===== src/rtl/gamepad_pkg.sv =====
// Shared constants for the NES standard-controller ports at $4016/$4017.
// Button order matches the serial order a real controller shifts out.
package gamepad_pkg;

  localparam int KEY_W     = 8;
  localparam int NUM_PORTS = 2;

  localparam int BTN_A      = 0;
  localparam int BTN_B      = 1;
  localparam int BTN_SELECT = 2;
  localparam int BTN_START  = 3;
  localparam int BTN_UP     = 4;
  localparam int BTN_DOWN   = 5;
  localparam int BTN_LEFT   = 6;
  localparam int BTN_RIGHT  = 7;

  // Open-bus high byte left on the CPU data bus by the $40xx read.
  localparam logic [7:0] GAMEPAD_OPEN_BUS = 8'h40;

  localparam logic [15:0] PORT0_ADDR = 16'h4016;
  localparam logic [15:0] PORT1_ADDR = 16'h4017;

  typedef enum logic {
    PORT0 = 1'b0,
    PORT1 = 1'b1
  } port_e;

  function automatic logic [7:0] read_byte(input logic bit0);
    return GAMEPAD_OPEN_BUS | {7'b0, bit0};
  endfunction

endpackage


===== src/rtl/gamepad_shifter.sv =====
// One controller: 2-flop button synchronizer feeding an 8-bit parallel-load
// shift register that fills with 1s as bits are consumed.
module gamepad_shifter
  import gamepad_pkg::*;
(
  input  logic             i_clk,
  input  logic             i_rst,
  input  logic             i_reload,
  input  logic             i_shift,
  input  logic [KEY_W-1:0] i_keys,
  output logic             o_bit0
);

  logic [KEY_W-1:0] r_sync1;
  logic [KEY_W-1:0] r_sync2;
  logic [KEY_W-1:0] r_sr;

  always_ff @(posedge i_clk or posedge i_rst) begin
    if (i_rst) begin
      r_sync1 <= '0;
      r_sync2 <= '0;
      r_sr    <= '0;
    end else begin
      r_sync1 <= i_keys;
      r_sync2 <= r_sync1;
      // Reload wins over a shift landing in the same cycle.
      if (i_reload) begin
        r_sr <= r_sync2;
      end else if (i_shift) begin
        r_sr <= {1'b1, r_sr[KEY_W-1:1]};
      end
    end
  end

  assign o_bit0 = r_sr[BTN_A];

endmodule


===== src/rtl/gamepad_ports.sv =====
// Two-port standard-controller block for the $4016/$4017 window: strobe
// register, read-completion edge detect, and the CPU read-data mux.
module gamepad_ports
  import gamepad_pkg::*;
(
  input  logic             CLK,
  input  logic             RESET,
  input  logic             addr0,
  input  logic [7:0]       data_in,
  input  logic             gamepad_w,
  input  logic             gamepad_r,
  input  logic [KEY_W-1:0] pad0_keys,
  input  logic [KEY_W-1:0] pad1_keys,
  output logic [7:0]       gamepad_data
);

  logic  r_strobe;
  logic  r_d;
  port_e r_rd_port;
  logic  r_rd_blk;

  logic  w_rd_done;
  logic  w_shift0;
  logic  w_shift1;
  logic  w_bit0_p0;
  logic  w_bit0_p1;
  logic  w_unused;

  assign w_unused = &{1'b0, data_in[7:1]};

  // $4017 writes belong to the APU frame counter and are ignored here.
  always_ff @(posedge CLK or posedge RESET) begin
    if (RESET) begin
      r_strobe <= 1'b0;
    end else if (gamepad_w && (addr0 == PORT0)) begin
      r_strobe <= data_in[0];
    end
  end

  // r_rd_blk masks an access that was already under way when reset released,
  // so its trailing edge is not mistaken for a completed read.
  always_ff @(posedge CLK or posedge RESET) begin
    if (RESET) begin
      r_d       <= 1'b0;
      r_rd_port <= PORT0;
      r_rd_blk  <= 1'b1;
    end else begin
      r_d <= gamepad_r;
      if (gamepad_r && !r_d) begin
        r_rd_port <= port_e'(addr0);
      end
      if (!gamepad_r) begin
        r_rd_blk <= 1'b0;
      end
    end
  end

  assign w_rd_done = r_d && !gamepad_r && !r_rd_blk;
  assign w_shift0  = w_rd_done && (r_rd_port == PORT0);
  assign w_shift1  = w_rd_done && (r_rd_port == PORT1);

  gamepad_shifter u_pad0 (
    .i_clk    (CLK),
    .i_rst    (RESET),
    .i_reload (r_strobe),
    .i_shift  (w_shift0),
    .i_keys   (pad0_keys),
    .o_bit0   (w_bit0_p0)
  );

  gamepad_shifter u_pad1 (
    .i_clk    (CLK),
    .i_rst    (RESET),
    .i_reload (r_strobe),
    .i_shift  (w_shift1),
    .i_keys   (pad1_keys),
    .o_bit0   (w_bit0_p1)
  );

  assign gamepad_data = read_byte((addr0 == PORT1) ? w_bit0_p1 : w_bit0_p0);

endmodule


===== config.mk =====
export PLATFORM = sky130hd
export DESIGN_NAME = gamepad_ports
export DESIGN_NICKNAME = d
export VERILOG_FILES = /design/src/rtl/gamepad_pkg.sv /design/src/rtl/gamepad_shifter.sv /design/src/rtl/gamepad_ports.sv
export SDC_FILE = /design/constraint.sdc
export NUM_CORES = 1
export LEC_CHECK = 0
export CORE_ASPECT_RATIO = 1.25
export CORE_UTILIZATION = 55
export DETAILED_ROUTE_END_ITERATION = 8
export DONT_BUFFER_PORTS = 1
export GPL_TIMING_DRIVEN = 1
export PLACE_DENSITY = 0.7
export SLEW_MARGIN = 25
export SYNTH_ARGS = -nofsm -noshare
export SYNTH_HDL_FRONTEND = slang
export SYNTH_SLANG_ARGS = --single-unit

===== constraint.sdc =====
create_clock -name CLK -period 1.95 [get_ports CLK]
set_input_delay 0.195 -clock CLK [delete_from_list [all_inputs] [get_ports CLK]]
set_output_delay 0.195 -clock CLK [all_outputs]
set_load 0.02 [all_outputs]

### Word level (Yosys, flattened, before mapping)

Index checks and enable logic that the tools add are counted.

| word-level totals | value |
|---|---|
| word-level logic and storage cells | 28 |
| output and inout bits | 8 |
| input port bits | 29 |
| register bits after elaboration | 52 |

| operators by class | value |
|---|---|
| reductions and logical operators | 11 |
| bitwise logic cells | 2 |
| mux-type cells | 5 |

Operator list:

| cell | count |
|---|---|
| 8-bit 2-to-1 mux | 4 |
| 1-bit logical AND | 6 |
| 2-bit nonzero test | 2 |
| 1-bit logical NOT | 3 |
| 1-bit NOT | 2 |
| 1-bit 2-to-1 mux | 1 |

### Depth between registers and ports, before layout

| logic depth | value |
|---|---|
| depth after elaboration | 6 |
| mapped depth | 4 |
| mapped depth without buffers | 3 |

### By module

From an unflattened synthesis, not the netlist that was laid out.

| unflattened totals | value |
|---|---|
| cell total of the unflattened synthesis | 124 |
| area, all modules | 1,793.0 µm² |

Modules (own cells, without submodules):

| module | sequential area each (µm²) | instances | area each (µm²) | cells each |
|---|---|---|---|---|
| gamepad_shifter | 600.6 | 2 | 770.7 | 51 |
| gamepad_ports | 101.3 | 1 | 251.5 | 22 |

### Worst setup path before layout

OpenSTA, ideal clock, no wires.

| path | value |
|---|---|
| path kind | register -> register |
| start point | reg r_rd_blk |
| end point | reg u_pad1.r_sr[0] |
| slack | 736 ps |
| setup time | 133 ps |
| stages on the path, launching flop included | 5 |
| period minus slack after synthesis | 1,214 ps |
| data arrival time | 1,081 ps |
| path buffers | 1 |
| required time | 1,817 ps |
| cells stage by stage | dfstp_2 > and4bb_2 > buf_6 > mux2i_1 > o21ai_0 |

| on the way | value |
|---|---|
| word-level cells in the longest chain between the ends | 4 |

RTL lines:

| what | RTL line | text |
|---|---|---|
| from (decl) | gamepad_ports.sv:20 | `logic r_rd_blk;` |
| from (signal assigned) | gamepad_ports.sv:46 | `r_rd_blk <= 1'b1;` |
| from (signal assigned) | gamepad_ports.sv:53 | `r_rd_blk <= 1'b0;` |
| 1-bit logical NOT | gamepad_ports.sv:58 | `assign w_rd_done = r_d && !gamepad_r && !r_rd_blk;` |
| 1-bit logical AND | gamepad_ports.sv:58 |  |
| 1-bit logical AND | gamepad_ports.sv:60 | `assign w_shift1 = w_rd_done && (r_rd_port == PORT1);` |
| 2-bit nonzero test (no source line) | -- |  |
| to (signal assigned) | gamepad_shifter.sv:28 | `r_sr <= r_sync2;` |
| to (signal assigned) | gamepad_shifter.sv:30 | `r_sr <= {1'b1, r_sr[KEY_W-1:1]};` |
| to (decl) | gamepad_shifter.sv:16 | `logic [KEY_W-1:0] r_sr;` |

No other way between the ends.
A chain may end at the register's enable or synchronous reset.

### Worst setup path after layout

| path | value |
|---|---|
| start point | reg r_rd_blk |
| end point | reg u_pad1.r_sr[2] |

The elaborated chain is that of the path after synthesis.

==> results.py <==
metrics = {
    "cells_and_area": {
        "finish.net_count": 175,
        "synthToLayoutAreaGrowth_pct": 14.1,
        "drive_gt1_share_pct": 12.3,
        "stdcell_count": 182,
        "diodes": 0,
    },
    "route": {
        "drtIter0Drc": 29,
        "wl_per_cell_um": 12.8,
        "vias_per_cell": 4.85,
        "drcViolationCount": 0,
        "wl_um": 2340,
        "vias": 882,
        "drt-pass1-iter-count": 4,
        "ant_nets": 0,
    },
    "sta": {
        "finalHoldViolCount": 0,
        "drv_slew": 0,
        "period_needed_ps": 1310,
        "timing.fmax_mhz": 764,
        "worst_pin_slew_ps": 571,
        "rsz0062_at_grt": "false",
        "fin_tns_setup_ps": 0,
        "maxSlewHeadroom_pct": 61.9,
        "setup_viol": 0,
        "finalCritPeriodShare_pct": 67.1,
        "fin_skew_ps": 7.42,
    },
    "worst_setup_path": {
        "worstSetupEndpointType": "register",
        "cp.arrival_ps": 1580,
        "cp-start-kind": "register",
        "cp.required_ps": 2230,
        "crit_fanout": 8,
        "crit_type": "register to register",
    },
    "die": {
        "start_util_pct": 59.0,
        "chipHeight_um": 65.4,
        "die_w_um": 52.7,
        "io_pins": 37,
        "rows": 22,
        "core-area_um2": 3000,
        "die_area_um2": 3450,
    },
    "global_routing": {
        "antenna_found_initial": 0,
        "grt_start_max_net_pins": 33,
        "track_usage_pct": 17.6,
        "grt-ovfl-total": 0,
        "grt_pass1_vias": 938,
        "grt_pass1_wl_um": 4090,
    },
    "synthesis": {
        "synth_warnings": 0,
        "netlist_top_cells_area": "dfrtp_1, mux2i_1, nand2_1",
        "synthCells": 123,
        "yosysSeqAreaShare_pct": 73.6,
        "synth_top_area_cell": "dfrtp_1",
        "yosys.area.top_type_share_pct": 72.1,
        "synthDistinctLibCells": 19,
        "synth_area_um2": 1770,
        "ys_seq_elements": 52,
        "syn_area_per_cell_um2": 14.4,
    },
    "clock_tree": {
        "clkLatencyLatePin_ps": 360,
        "cts_tree": "yes",
        "clock_path_buffers": 2,
        "cts_sinks": 52,
        "clk_pin_slew_ps": 130,
        "htreeDepth": 2,
        "cts_inserted_buffers": 5,
        "cts-root-buf": "clkbuf_4",
        "post_cts.repair.setup_buffers": 0,
    },
    "placed_design": {
        "place_congestion": 0.667,
        "io_buffers": 0,
        "place_inst": 155,
    },
    "status": {
        "status": "completed",
    },
    "power_and_ir_drop": {
        "irDropWorstVdd_mv": 0.748,
        "power.density_nw_per_um2": 943,
        "p_leak_uw": 0.000888,
    },
    "worst_hold_path": {
        "hold_class": "input port to register",
    },
    "job": {
        "drv_cap": 0,
    },
}
[cells in the mapped netlist]
cell / n
mux2_2: 3
nor2_1: 2
o21ai_0: 9
dfrtp_1: 51
inv_1: 1
conb_1: 2
or2b_1: 1
nor2b_1: 1
mux2i_1: 14
nor4b_2: 1
buf_1: 1
clkbuf_1: 2
buf_4: 7
and4bb_2: 1
o21ai_1: 7
dfstp_2: 1
buf_6: 2
and2_2: 1
nand2_1: 16
[flip-flops by register name, summed over array words and instances (netlist names)]
signal / count
u_pad0.r_sr: 8
u_pad0.r_sync1: 8
u_pad0.r_sync2: 8
u_pad1.r_sr: 8
u_pad1.r_sync1: 8
u_pad1.r_sync2: 8
r_d: 1
r_rd_blk: 1
r_rd_port: 1
r_strobe: 1
[worst max-delay path, stage by stage, from the launching register on]
cell,delay (ps)
dfstp_2,570
and4bb_2,330
mux2i_1,140
o21ai_0,180
[stage by stage]
stage	utilization, %	hold WS (ps)	worst slack [ps]	instance area (um2)	power (uW)
2_1_floorplan	-	226	499	1790	1430
3_3_place_gp	59.0	156	709	1770	1450
3_5_place_dp	59.0	167	629	1770	1470
4_1_cts	67.3	82.7	604	2020	1930
5_1_grt	67.3	71.4	534	2020	2020
6_report	67.3	88.2	642	2020	1910
[cells in the final DEF (no fill, tap or decap)]
cell | synthesis | routed
mux2_2 | 3 | 3
nand2_1 | 16 | 16
and4bb_2 | 1 | 1
and2_2 | 1 | 1
conb_1 | 2 | 7
nor2b_1 | 1 | 1
inv_2 | 0 | 1
dfrtp_1 | 51 | 51
clkinvlp_4 | 0 | 1
dlygate4sd3_1 | 0 | 20
clkinv_2 | 0 | 1
o21ai_0 | 9 | 9
clkbuf_4 | 0 | 5
o21ai_1 | 7 | 7
nor2_1 | 2 | 2
buf_4 | 7 | 3
dfstp_2 | 1 | 1
mux2i_1 | 14 | 14
nor4b_2 | 1 | 1
or2b_1 | 1 | 1
[layer usage]
| metal | GRT usage, % | routed length [um] | vias up |
|---|---|---|---|
| met5 | 0 | 0 | - |
| met4 | 9.87 | 60 | 0 |
| li1 | - | - | 433 |
| met3 | 6.48 | 122 | 5 |
| met1 | 21.2 | 1040 | 418 |
| met2 | 26.9 | 1110 | 26 |
[where the power goes]
| part | total, uW | internal, uW | switching, uW | leakage, uW |
|---|---|---|---|---|
| registers | 1240 | 1190 | 52.8 | 0.000613 |
| clock network | 435 | 132 | 303 | 0.0000271 |
| logic | 227 | 104 | 124 | 0.000248 |
[area by class of cell]
class	count	area [um2]
sequential	52	1300
fill	221	980
multi-input combinational	63	397
timing repair buffer	23	223
tap	36	45.0
clock buffer	5	37.5
clock inverter	2	12.5
inverter	1	3.75
[cell families (layout without fill, tap and decap cells)]
family,after synthesis,count (layout),share of synthesized area (%)
flip-flops,52,52,73.6
buffers and inverters,13,31,5.09
AND/OR/NAND/NOR,23,23,6.57
multiplexers,17,17,9.82
AO/OA/AOI/OAI,16,16,4.52
other,2,7,0.424
[path summary, 6_finish.rpt]
path / slack (ps) / cells after the start / start / endpoint
setup / recovery: 640 / 3 / r_rd_blk / u_pad1.r_sr[2]
hold / removal: 90 / 2 / addr0 / r_strobe
setup reg to reg: 640 / 3 / r_rd_blk / u_pad1.r_sr[2]
hold reg to reg: 360 / 0 / u_pad0.r_sync1[6] / u_pad0.r_sync2[6]
max in group asynchronous: 900 / 3 / RESET / u_pad1.r_sr[7]
min in group asynchronous: 340 / 2 / RESET / u_pad0.r_sr[4]
[what timing repair did]
action,CTS,global route
gates resized for setup,0,0
hold buffers,20,0
endpoints found under the hold margin,47,0
Power figures use the tool's default switching activity.
